`src/rtl/zet_pkg.sv`:
```
// Shared definitions for the EMS SDRAM arbiter: FSM encoding, timeout default
// and the data word returned to a master whose cycle was aborted.
package zet_pkg;

  typedef enum logic [1:0] {
    IDLE = 2'd0,
    BUS  = 2'd1,
    ACK  = 2'd2
  } state_t;

  localparam int          TIMEOUT_DEF = 255;
  localparam int          CNT_W       = 8;
  localparam logic [15:0] ERR_DATA    = 16'hFFFF;

endpackage

```
`src/rtl/arb_rr2.sv`:
```
// Combinational two-way grant selector: gnt=0 selects m0, gnt=1 selects m1.
module arb_rr2 (
  input  logic [1:0] req_i,
  input  logic       last_i,
  input  logic       prio_i,
  output logic       gnt_o,
  output logic       valid_o
);

  always_comb begin
    valid_o = |req_i;
    gnt_o   = req_i[1];
    // On a tie, fixed priority favours m1; otherwise alternate away from last winner.
    if (&req_i) begin
      gnt_o = prio_i ? 1'b1 : ~last_i;
    end
  end

endmodule

```
`src/rtl/ems_sdram_arb.sv`:
```
// Two-master Wishbone arbiter in front of the SDRAM controller: one registered
// slave cycle per grant, one-cycle ack to the winner, abort after TIMEOUT cycles.
module ems_sdram_arb
  import zet_pkg::*;
#(
  parameter int TIMEOUT     = TIMEOUT_DEF,
  parameter bit M1_PRIORITY = 1'b0
) (
  input  logic        wb_clk,
  input  logic        wb_rst_n,
  input  logic [31:0] m0_adr_i,
  input  logic [15:0] m0_dat_i,
  output logic [15:0] m0_dat_o,
  input  logic [1:0]  m0_sel_i,
  input  logic        m0_cyc_i,
  input  logic        m0_stb_i,
  input  logic        m0_we_i,
  output logic        m0_ack_o,
  input  logic [31:0] m1_adr_i,
  input  logic [15:0] m1_dat_i,
  output logic [15:0] m1_dat_o,
  input  logic [1:0]  m1_sel_i,
  input  logic        m1_cyc_i,
  input  logic        m1_stb_i,
  input  logic        m1_we_i,
  output logic        m1_ack_o,
  output logic [31:0] s_adr_o,
  output logic [15:0] s_dat_o,
  input  logic [15:0] s_dat_i,
  output logic [1:0]  s_sel_o,
  output logic        s_cyc_o,
  output logic        s_stb_o,
  output logic        s_we_o,
  input  logic        s_ack_i,
  output logic        timeout_o
);

  localparam logic [CNT_W-1:0] CNT_LOAD = CNT_W'(TIMEOUT - 1);

  state_t           state_q;
  logic             gnt_q;
  logic             last_q;
  logic [CNT_W-1:0] cnt_q;
  logic [31:0]      s_adr_q;
  logic [15:0]      s_dat_q;
  logic [1:0]       s_sel_q;
  logic             s_cyc_q;
  logic             s_stb_q;
  logic             s_we_q;
  logic             m0_ack_q;
  logic             m1_ack_q;
  logic [15:0]      m0_dat_q;
  logic [15:0]      m1_dat_q;
  logic             timeout_q;

  logic [1:0] req;
  logic       arb_gnt;
  logic       arb_valid;

  assign req = {m1_cyc_i & m1_stb_i, m0_cyc_i & m0_stb_i};

  arb_rr2 u_arb (
    .req_i  (req),
    .last_i (last_q),
    .prio_i (M1_PRIORITY),
    .gnt_o  (arb_gnt),
    .valid_o(arb_valid)
  );

  always_ff @(posedge wb_clk or negedge wb_rst_n) begin
    if (!wb_rst_n) begin
      state_q   <= IDLE;
      gnt_q     <= 1'b0;
      last_q    <= 1'b1;
      cnt_q     <= '0;
      s_adr_q   <= '0;
      s_dat_q   <= '0;
      s_sel_q   <= '0;
      s_cyc_q   <= 1'b0;
      s_stb_q   <= 1'b0;
      s_we_q    <= 1'b0;
      m0_ack_q  <= 1'b0;
      m1_ack_q  <= 1'b0;
      m0_dat_q  <= '0;
      m1_dat_q  <= '0;
      timeout_q <= 1'b0;
    end else begin
      m0_ack_q  <= 1'b0;
      m1_ack_q  <= 1'b0;
      timeout_q <= 1'b0;
      case (state_q)
        IDLE: begin
          if (arb_valid) begin
            gnt_q   <= arb_gnt;
            last_q  <= arb_gnt;
            s_adr_q <= arb_gnt ? m1_adr_i : m0_adr_i;
            s_dat_q <= arb_gnt ? m1_dat_i : m0_dat_i;
            s_sel_q <= arb_gnt ? m1_sel_i : m0_sel_i;
            s_we_q  <= arb_gnt ? m1_we_i  : m0_we_i;
            s_cyc_q <= 1'b1;
            s_stb_q <= 1'b1;
            cnt_q   <= CNT_LOAD;
            state_q <= BUS;
          end
        end
        BUS: begin
          // Acks are raised here so they are visible for exactly the ACK cycle.
          if (s_ack_i || cnt_q == '0) begin
            s_cyc_q   <= 1'b0;
            s_stb_q   <= 1'b0;
            timeout_q <= ~s_ack_i;
            if (gnt_q) begin
              m1_dat_q <= s_ack_i ? s_dat_i : ERR_DATA;
              m1_ack_q <= 1'b1;
            end else begin
              m0_dat_q <= s_ack_i ? s_dat_i : ERR_DATA;
              m0_ack_q <= 1'b1;
            end
            state_q <= ACK;
          end else begin
            cnt_q <= cnt_q - 1'b1;
          end
        end
        ACK:     state_q <= IDLE;
        default: state_q <= IDLE;
      endcase
    end
  end

  assign s_adr_o   = s_adr_q;
  assign s_dat_o   = s_dat_q;
  assign s_sel_o   = s_sel_q;
  assign s_cyc_o   = s_cyc_q;
  assign s_stb_o   = s_stb_q;
  assign s_we_o    = s_we_q;
  assign m0_ack_o  = m0_ack_q;
  assign m1_ack_o  = m1_ack_q;
  assign m0_dat_o  = m0_dat_q;
  assign m1_dat_o  = m1_dat_q;
  assign timeout_o = timeout_q;

endmodule
```
`config.mk`:
```
export PLATFORM = sky130hd
export DESIGN_NAME = ems_sdram_arb
export DESIGN_NICKNAME = d
export VERILOG_FILES = /design/src/rtl/zet_pkg.sv /design/src/rtl/arb_rr2.sv /design/src/rtl/ems_sdram_arb.sv
export SDC_FILE = /design/constraint.sdc
export NUM_CORES = 1
export LEC_CHECK = 0
export ABC_AREA = 0
export BUFFER_PORTS_ARGS = -buffer_cell sky130_fd_sc_hd__buf_2
export CAP_MARGIN = 10
export CORE_ASPECT_RATIO = 0.8
export CORE_UTILIZATION = 35
export CTS_BUF_LIST = sky130_fd_sc_hd__clkbuf_4 sky130_fd_sc_hd__clkbuf_8
export CTS_CLUSTER_SIZE = 24
export DETAILED_ROUTE_END_ITERATION = 12
export PLACE_DENSITY_LB_ADDON = 0.08
export RECOVER_POWER = 50
export SLEW_MARGIN = 20
export SYNTH_ARGS = -nofsm -noshare
export SYNTH_HDL_FRONTEND = slang
export SYNTH_SLANG_ARGS = --single-unit
```
`constraint.sdc`:
```
create_clock -name wb_clk -period 1.6 [get_ports wb_clk]
set_input_delay 0.16 -clock wb_clk [delete_from_list [all_inputs] [get_ports wb_clk]]
set_output_delay 0.16 -clock wb_clk [all_outputs]
set_load 0.05 [all_outputs]
```
==> impl_results.md, run 1 <==
- Flop2flop setup slack: -0.03 ns
- Layout filler cell count: 1120
- Worst path required time: 1.85 ns
- Maximum fanout along the worst path: 4
- Post-Syn Nets: 499
- DPL Wire Length: 8367 µm
- Die height: 100.9 µm
- Unrepaired setup endpoints after global routing: true
- Maximum number of pins on one net before global-route repair: 68
- Part of the total power dissipated in combinational logic: 0.558
- Number of global-route vias before repair: 3386
- Max Clock Freq: 614.5 MHz
- Worst-path cell chain: inv_2, ha_4, or4b_4, o211ai_1, xor2_1, nand2_1
- Syn avg cell area: 11.50 µm²
- Critical path capture point type: flop
- TritonCTS clock tree: done
- Dominant cell type by area after synthesis: sky130_fd_sc_hd__dfrtp_1
- Min Hold Slack: 0.02981 ns
- Reg2Reg Launch Point: cnt_q[1]$_DFFE_PN0P_
- Share of the synthesized area in the top cell type: 0.5733
- DRC violation total after the first TritonRoute iteration: 126
- Period Utilization, post-route: 1.017
- Post-synthesis instance total: 372
- Most instantiated flip-flop cell in the synthesis netlist: sky130_fd_sc_hd__dfrtp_1
- Total detailed-routing wirelength: 11210 µm
- YS warnings: 0
- Violated checks: DRC, setup timing
- Number of vias per cell: 4.767
- Number of buffer cells added on primary ports: 212
- Total gr overflow: 0
- MaxCap Viol Count: 0
- DRC: 14
- Number of distinct library cells after synthesis: 39
- Share of synthesized area occupied by flip-flops and latches: 0.5794
- Number of setup violations in the final report: 1
- CTS max path bufs: 2
- Die ar.: 0.01267 mm²
- Fraction of layout instances using a drive strength above 1: 0.4399
- Final Worst Setup Slack: -0.02741 ns
- Area used by multi-input combinational logic: 0.001722 mm²
- Largest stage delay, worst path: 0.48 ns
- Worst slew margin relative to its limit: 0.5516
- Number of sinks on the clock net: 99
- Clock latency on the worst-skew pair: 0.36 ns
- Avg WL per Cell: 14.67 µm
- Worst Reg-to-Reg Cells: 6
- Final antenna diode count: 0
- Post-CTS setup-driven buffer insertion count: 0
- GR Util All Layers: 0.1775
- Outcome: finished with violations
- Data arrival, critical path: 1.87 ns
- Clock buffer count from CTS: 9
- First-pass GRT wire length: 17240 µm
- Type of the worst setup path: reg -> reg
- Clock Skews: 0.008082 ns
- CP Launch Point: cnt_q[1]$_DFFE_PN0P_
- Placeable Area: 0.01169 mm²
- Measured slew at the worst slew-check pin: 0.6725 ns
- Reg power frac: 0.320
- Antenna violations before repair: 0
- Number of placed cells counting well taps: 734
- Last weighted congestion value of the routability-driven placer: 0.7768
- Final hold viol count: 0
- Cell with the biggest individual delay on the critical path: sky130_fd_sc_hd__or4b_4
- Count of boundary I/O pins: 213
- Ratio of total power to cell area: 2166 mW/mm²
- Fin. max-slew vios: 0
- Maximum resistive drop on vdd: 0.0008736 V
- Starting density of the core: 0.3659
- Post-detailed-route count of antenna-violating nets: 0
- Die width: 125.6 µm
- Deepest level of the CTS H-tree: 3
- Switching Fraction: 0.5220
- Root cell of the clock tree: sky130_fd_sc_hd__clkbuf_8
- Final Critical Period: 1.627 ns
- Most frequent cells in the layout: sky130_fd_sc_hd__buf_2, sky130_fd_sc_hd__dfrtp_1, sky130_fd_sc_hd__nand2_1, sky130_fd_sc_hd__o21ai_0, sky130_fd_sc_hd__mux2i_1
- Cells taking the most area after synthesis: sky130_fd_sc_hd__dfrtp_1, sky130_fd_sc_hd__mux2i_1, sky130_fd_sc_hd__o22a_1
- Detailed-route via count: 3642
- Number of enable-type register cells in the synthesized netlist: 0
- Sort of element at the start of the critical path: flop
- Final Instance Count excl. Fillers: 764
- Leak Pwr: 0.003106 µW
- Class of the most critical hold timing path: in -> reg
- Internal power consumption: 6299 µW
- FF+latch count, synth: 99
- CP Capture Point: cnt_q[3]$_DFFE_PN0P_
- Growth of design area from synthesis to finish: 42.23%
- Clock network power share: 0.122
- Total standard cell area after synthesis: 0.004278 mm²
- # nets final: 738
- Most frequent standard cell in the layout excluding fill and tap cells: sky130_fd_sc_hd__buf_2
- Terminus of the critical flop-to-flop path: cnt_q[3]$_DFFE_PN0P_
- Standard-cell rows: 35
- Net switching component of the power: 6879 µW
- Asr flop ratio synth: 1.000
- Sequential cell area in the final layout: 0.002479 mm²
- Clock transition at path regs: 0.09 ns
- Iteration count of the initial detailed-routing pass: 8
worst max-delay path: cells and delay by family (launching register included):
family	cells	cell delay, ns
xor+xnor	1	0.16
compound gates	1	0.21
flops	1	0.39
buf+inv	1	0.08
fa+ha+maj	1	0.13
simple gates	2	0.54
logic make-up after synthesis:
family / Yosys count / share of synthesized area
muxes: 53 / 0.1240
adders and majority gates: 2 / 0.005849
and+or+nand+nor: 89 / 0.1047
xor gates and xnor gates: 2 / 0.004096
DFF: 99 / 0.5794
buffers and inverters: 30 / 0.03393
AOI/OAI and AO/OA: 97 / 0.1480
cell type report:
cell class / count / share of cell area
Tap cell: 148 / 0.03043
Timing Repair Buffer: 254 / 0.2445
Clock inverter: 6 / 0.01069
Multi-Input combinational cell: 243 / 0.2830
Clock buffer: 10 / 0.02159
Inverter: 4 / 0.002468
Sequential cell: 99 / 0.4074
power by group through the flow:
stage	clock network [µW]	registers, µW	logic (µW)
after floorplan	0	7890	1720
after global placement	0	4250	7310
after detailed placement	0	4250	7390
after CTS	1690	4230	7420
after global routing	1780	4390	7790
final	1610	4220	7350
cell usage after synthesis (3+ instances only):
library cell and number:
sky130_fd_sc_hd__mux2i_1 53, sky130_fd_sc_hd__nor2_1 6, sky130_fd_sc_hd__o21ai_1 7, sky130_fd_sc_hd__or3_1 3, sky130_fd_sc_hd__o21ai_0 46, sky130_fd_sc_hd__inv_1 4, sky130_fd_sc_hd__nand3_1 6, sky130_fd_sc_hd__clkbuf_1 9
sky130_fd_sc_hd__nor3_1 5, sky130_fd_sc_hd__nand2_1 58, sky130_fd_sc_hd__o22a_1 32, sky130_fd_sc_hd__buf_2 14, sky130_fd_sc_hd__dfrtp_1 98
flip-flops by register name, indices dropped and copies added, names as in the netlist:
register	cells
state_q	2
m1_dat_o	16
s_sel_o	2
s_we_o	1
s_dat_o	16
last_q	1
timeout_o	1
m1_ack_o	1
s_stb_o	1
cnt_q	8
gnt_q	1
m0_ack_o	1
s_adr_o	32
m0_dat_o	16
how the worst min path moves through the flow:
stage / from / end / slack (ns) / cells after the start
3_3_place_gp: wb_rst_n / m0_dat_o[0]$_DFFE_PN0P_ / 0.11 / 1
6_report: s_dat_i[5] / m1_dat_o[5]$_DFFE_PN0P_ / 0.03 / 2
3_5_place_dp: wb_rst_n / m0_dat_o[0]$_DFFE_PN0P_ / 0.11 / 1
4_1_cts: s_dat_i[5] / m1_dat_o[5]$_DFFE_PN0P_ / 0.0004 / 2
5_1_grt: s_dat_i[15] / m1_dat_o[15]$_DFFE_PN0P_ / 0.002 / 2
2_1_floorplan: wb_rst_n / cnt_q[0]$_DFFE_PN0P_ / -0.14 / 0
through the flow:
step	area, µm²	setup TNS (ns)	setup slack, ns	power [µW]	util
CTS	6045	-0.3936	-0.03799	13340	0.5170
detailed placement	5708	-1.642	-0.1313	11650	0.4882
floorplan	4282	-1.067	-0.08800	9609	-
global placement	5708	-0.09814	-0.06961	11560	0.4882
finish	6085	-0.02741	-0.02741	13180	0.5204
global route	6085	-2.405	-0.1190	13970	0.5204
repair_timing:
action | CTS | global route
setup endpoints to repair | 36 | 48
hold endpoints to repair | 44 | 0
cloned | 0 | 2
pin swaps | 3 | 1
hold buffers | 12 | 0
resized for setup | 6 | 12
routing by layer:
metal,vias up,track usage,part of all wire
li1,1805,-,-
met1,1674,0.2275,0.45
met2,151,0.2872,0.46
met3,12,0.05255,0.081
met4,0,0.06191,0.013
met5,-,0,0
Power figures use the tool's default switching activity.
==> inputs of run 2 (changes only) <==
==> constraint.sdc (replaced) <==
create_clock -name wb_clk -period 1.5 [get_ports wb_clk]
set_input_delay 0.15 -clock wb_clk [delete_from_list [all_inputs] [get_ports wb_clk]]
set_output_delay 0.15 -clock wb_clk [all_outputs]
set_load 0.05 [all_outputs]
==> run 2 against run 1 <==
Net effect:
- the run still ends with DRC, setup timing left
- critical endpoint is now cnt_q[0]$_DFFE_PN0P_
- combinational power rose by 12%
- setup slack worse by 0.20 ns
- hold slack got worse by 0.0092 ns
- die area did not move
- utilization rose by 2.8 points
- sequential cell count unchanged
- sequential share of layout area shrank 2.0 points
- critical path depth increased by 1
==> impl_results.md, run 2 (synthesis gave the netlist of run 1 again) <==
- Placeable Area: 0.01169 mm²
- Ratio of total power to cell area: 2286 mW/mm²
- Number of buffer and inverter stages on the critical path: 2
- # nets final: 749
- DRC: 14
- Period Utilization, post-route: 1.151
- Growth of design area from synthesis to finish: 49.81%
- Total gr overflow: 0
- Sort of element at the start of the critical path: flop
- Maximum resistive drop on vdd: 0.0009641 V
- Worst-path cell chain: inv_2, ha_4, or4b_4, buf_4, o21ai_4, nand3_2, o311ai_2
- Final Worst Setup Slack: -0.2264 ns
- Deepest level of the CTS H-tree: 3
- Number of global-route vias before repair: 3379
- Die height: 100.9 µm
- Post-detailed-route count of antenna-violating nets: 0
- Maximum fanout along the worst path: 3
- Most frequent standard cell in the layout excluding fill and tap cells: sky130_fd_sc_hd__buf_2
- Root cell of the clock tree: sky130_fd_sc_hd__clkbuf_8
- Final hold viol count: 0
- Measured slew at the worst slew-check pin: 0.6459 ns
- Fin. max-slew vios: 0
- Largest register FFs: 32
- Violated checks: DRC, setup timing
- Most crowded layer after global routing: met2
- Global-route track usage on met1: 0.2359
- Number of vias per cell: 4.764
- WP depth: 7
- DRC violation total after the first TritonRoute iteration: 122
- Clock buffer count from CTS: 9
- Class of the most critical hold timing path: in -> reg
- Clock transition at path regs: 0.10 ns
- Worst slew margin relative to its limit: 0.5694
- GR Layer Usage met2: 0.2709
- Iteration count of the initial detailed-routing pass: 9
- Avg WL per Cell: 14.99 µm
- Number of buffer cells added on primary ports: 212
- Antenna violations before repair: 0
- Hold path depth: 2
- Cell class contributing the biggest share of worst-path delay: simple AND/OR/NAND/NOR gates
- Data arrival, critical path: 1.98 ns
- Setup Total Neg Slack: -2.907 ns
- Unrepaired setup endpoints after global routing: true
- Most frequent cells in the layout: sky130_fd_sc_hd__buf_2, sky130_fd_sc_hd__dfrtp_1, sky130_fd_sc_hd__nand2_1, sky130_fd_sc_hd__o21ai_1, sky130_fd_sc_hd__mux2i_1
- Count of boundary I/O pins: 213
- Last weighted congestion value of the routability-driven placer: 0.8048
- CTS max path bufs: 2
- Worst Reg-to-Reg Cells: 7
- Standard-cell rows: 35
- Starting density of the core: 0.3659
- Detailed-route via count: 3692
- Type of the worst setup path: reg -> reg
- Clock Skews: 0.01015 ns
- Fraction of layout instances using a drive strength above 1: 0.4864
- First-pass GRT wire length: 17050 µm
- Cell with the biggest individual delay on the critical path: sky130_fd_sc_hd__or4b_4
- DPL Wire Length: 8106 µm
- Largest stage delay, worst path: 0.47 ns
- Total detailed-routing wirelength: 11610 µm
- Worst path required time: 1.75 ns
- Layout filler cell count: 1058
- GR Util All Layers: 0.1725
- Final Critical Period: 1.726 ns
- Outcome: finished with violations
- Max Clock Freq: 579.2 MHz
- Met3 usage: 0.04512
- Maximum number of pins on one net before global-route repair: 69
- Number of sinks on the clock net: 99
- Clock latency on the worst-skew pair: 0.36 ns
- Leak Pwr: 0.003243 µW
- Total power: 14650 µW
- TritonCTS clock tree: done
- Final antenna diode count: 0
- Die ar.: 0.01267 mm²
- MaxCap Viol Count: 0
- Critical path capture point type: flop
- Number of setup violations in the final report: 40
- Die width: 125.6 µm
## run 2: report_power, final
group	switching, µW	internal [µW]	leakage, µW
registers	639	3860	0.00116
clock network	972	967	0.000117
logic	5910	2300	0.00197
total	7520	7130	0.00324
## run 2: stage by stage
stage            util  instances  instance area (µm²)  worst slack (ns)  hold slack [ns]
4_1_cts        0.5268        769                 6160           -0.1736        0.0001527
6_report       0.5481        775                 6409           -0.2264          0.02060
3_3_place_gp   0.4911        738                 5742           -0.1838        -0.007595
2_1_floorplan       -        372                 4339           -0.1880          -0.1456
3_5_place_dp   0.4911        738                 5742           -0.1874        -0.009357
5_1_grt        0.5481        775                 6409           -0.2620          0.01194
## run 2: cell type report
| type | count | area (µm²) | share of cell area |
|---|---|---|---|
| repair buffers | 264 | 1628 | 0.2540 |
| multi-input cells | 244 | 1874 | 0.2925 |
| inverters | 4 | 15.01 | 0.002343 |
| flip-flops and latches | 99 | 2480 | 0.3870 |
| clock inverters | 7 | 102.6 | 0.01601 |
| well taps | 148 | 185.2 | 0.02890 |
| clock buffers | 9 | 123.9 | 0.01933 |
## run 2: what timing repair did
| action | CTS | global route |
|---|---|---|
| hold buffers | 14 | 0 |
| endpoints found under the hold margin | 118 | 0 |
| gates resized for setup | 7 | 54 |
| setup buffers | 0 | 3 |
| endpoints found under the setup margin | 48 | 80 |
| cloned | 1 | 3 |
| pin swaps | 2 | 13 |
## run 2: path summary, 6_finish.rpt
check                                            start                  endpoint  slack [ns]
min in group asynchronous                     wb_rst_n  m0_dat_o[11]$_DFFE_PN0P_        0.22
worst min-delay path                        s_dat_i[3]   m0_dat_o[3]$_DFFE_PN0P_        0.02
worst min register to register  s_sel_o[1]$_DFFE_PN0P_    s_sel_o[1]$_DFFE_PN0P_        0.49
worst max register to register    cnt_q[1]$_DFFE_PN0P_      cnt_q[0]$_DFFE_PN0P_       -0.23
max in group asynchronous                     wb_rst_n    state_q[0]$_DFFE_PN0P_        0.24
worst max-delay path              cnt_q[1]$_DFFE_PN0P_      cnt_q[0]$_DFFE_PN0P_       -0.23
## run 2: metal layers
layer  share of wire  routed length [µm]
met3           0.055                 633
met1            0.46                5325
met5               0                   0
met2            0.48                5550
met4          0.0090                 104
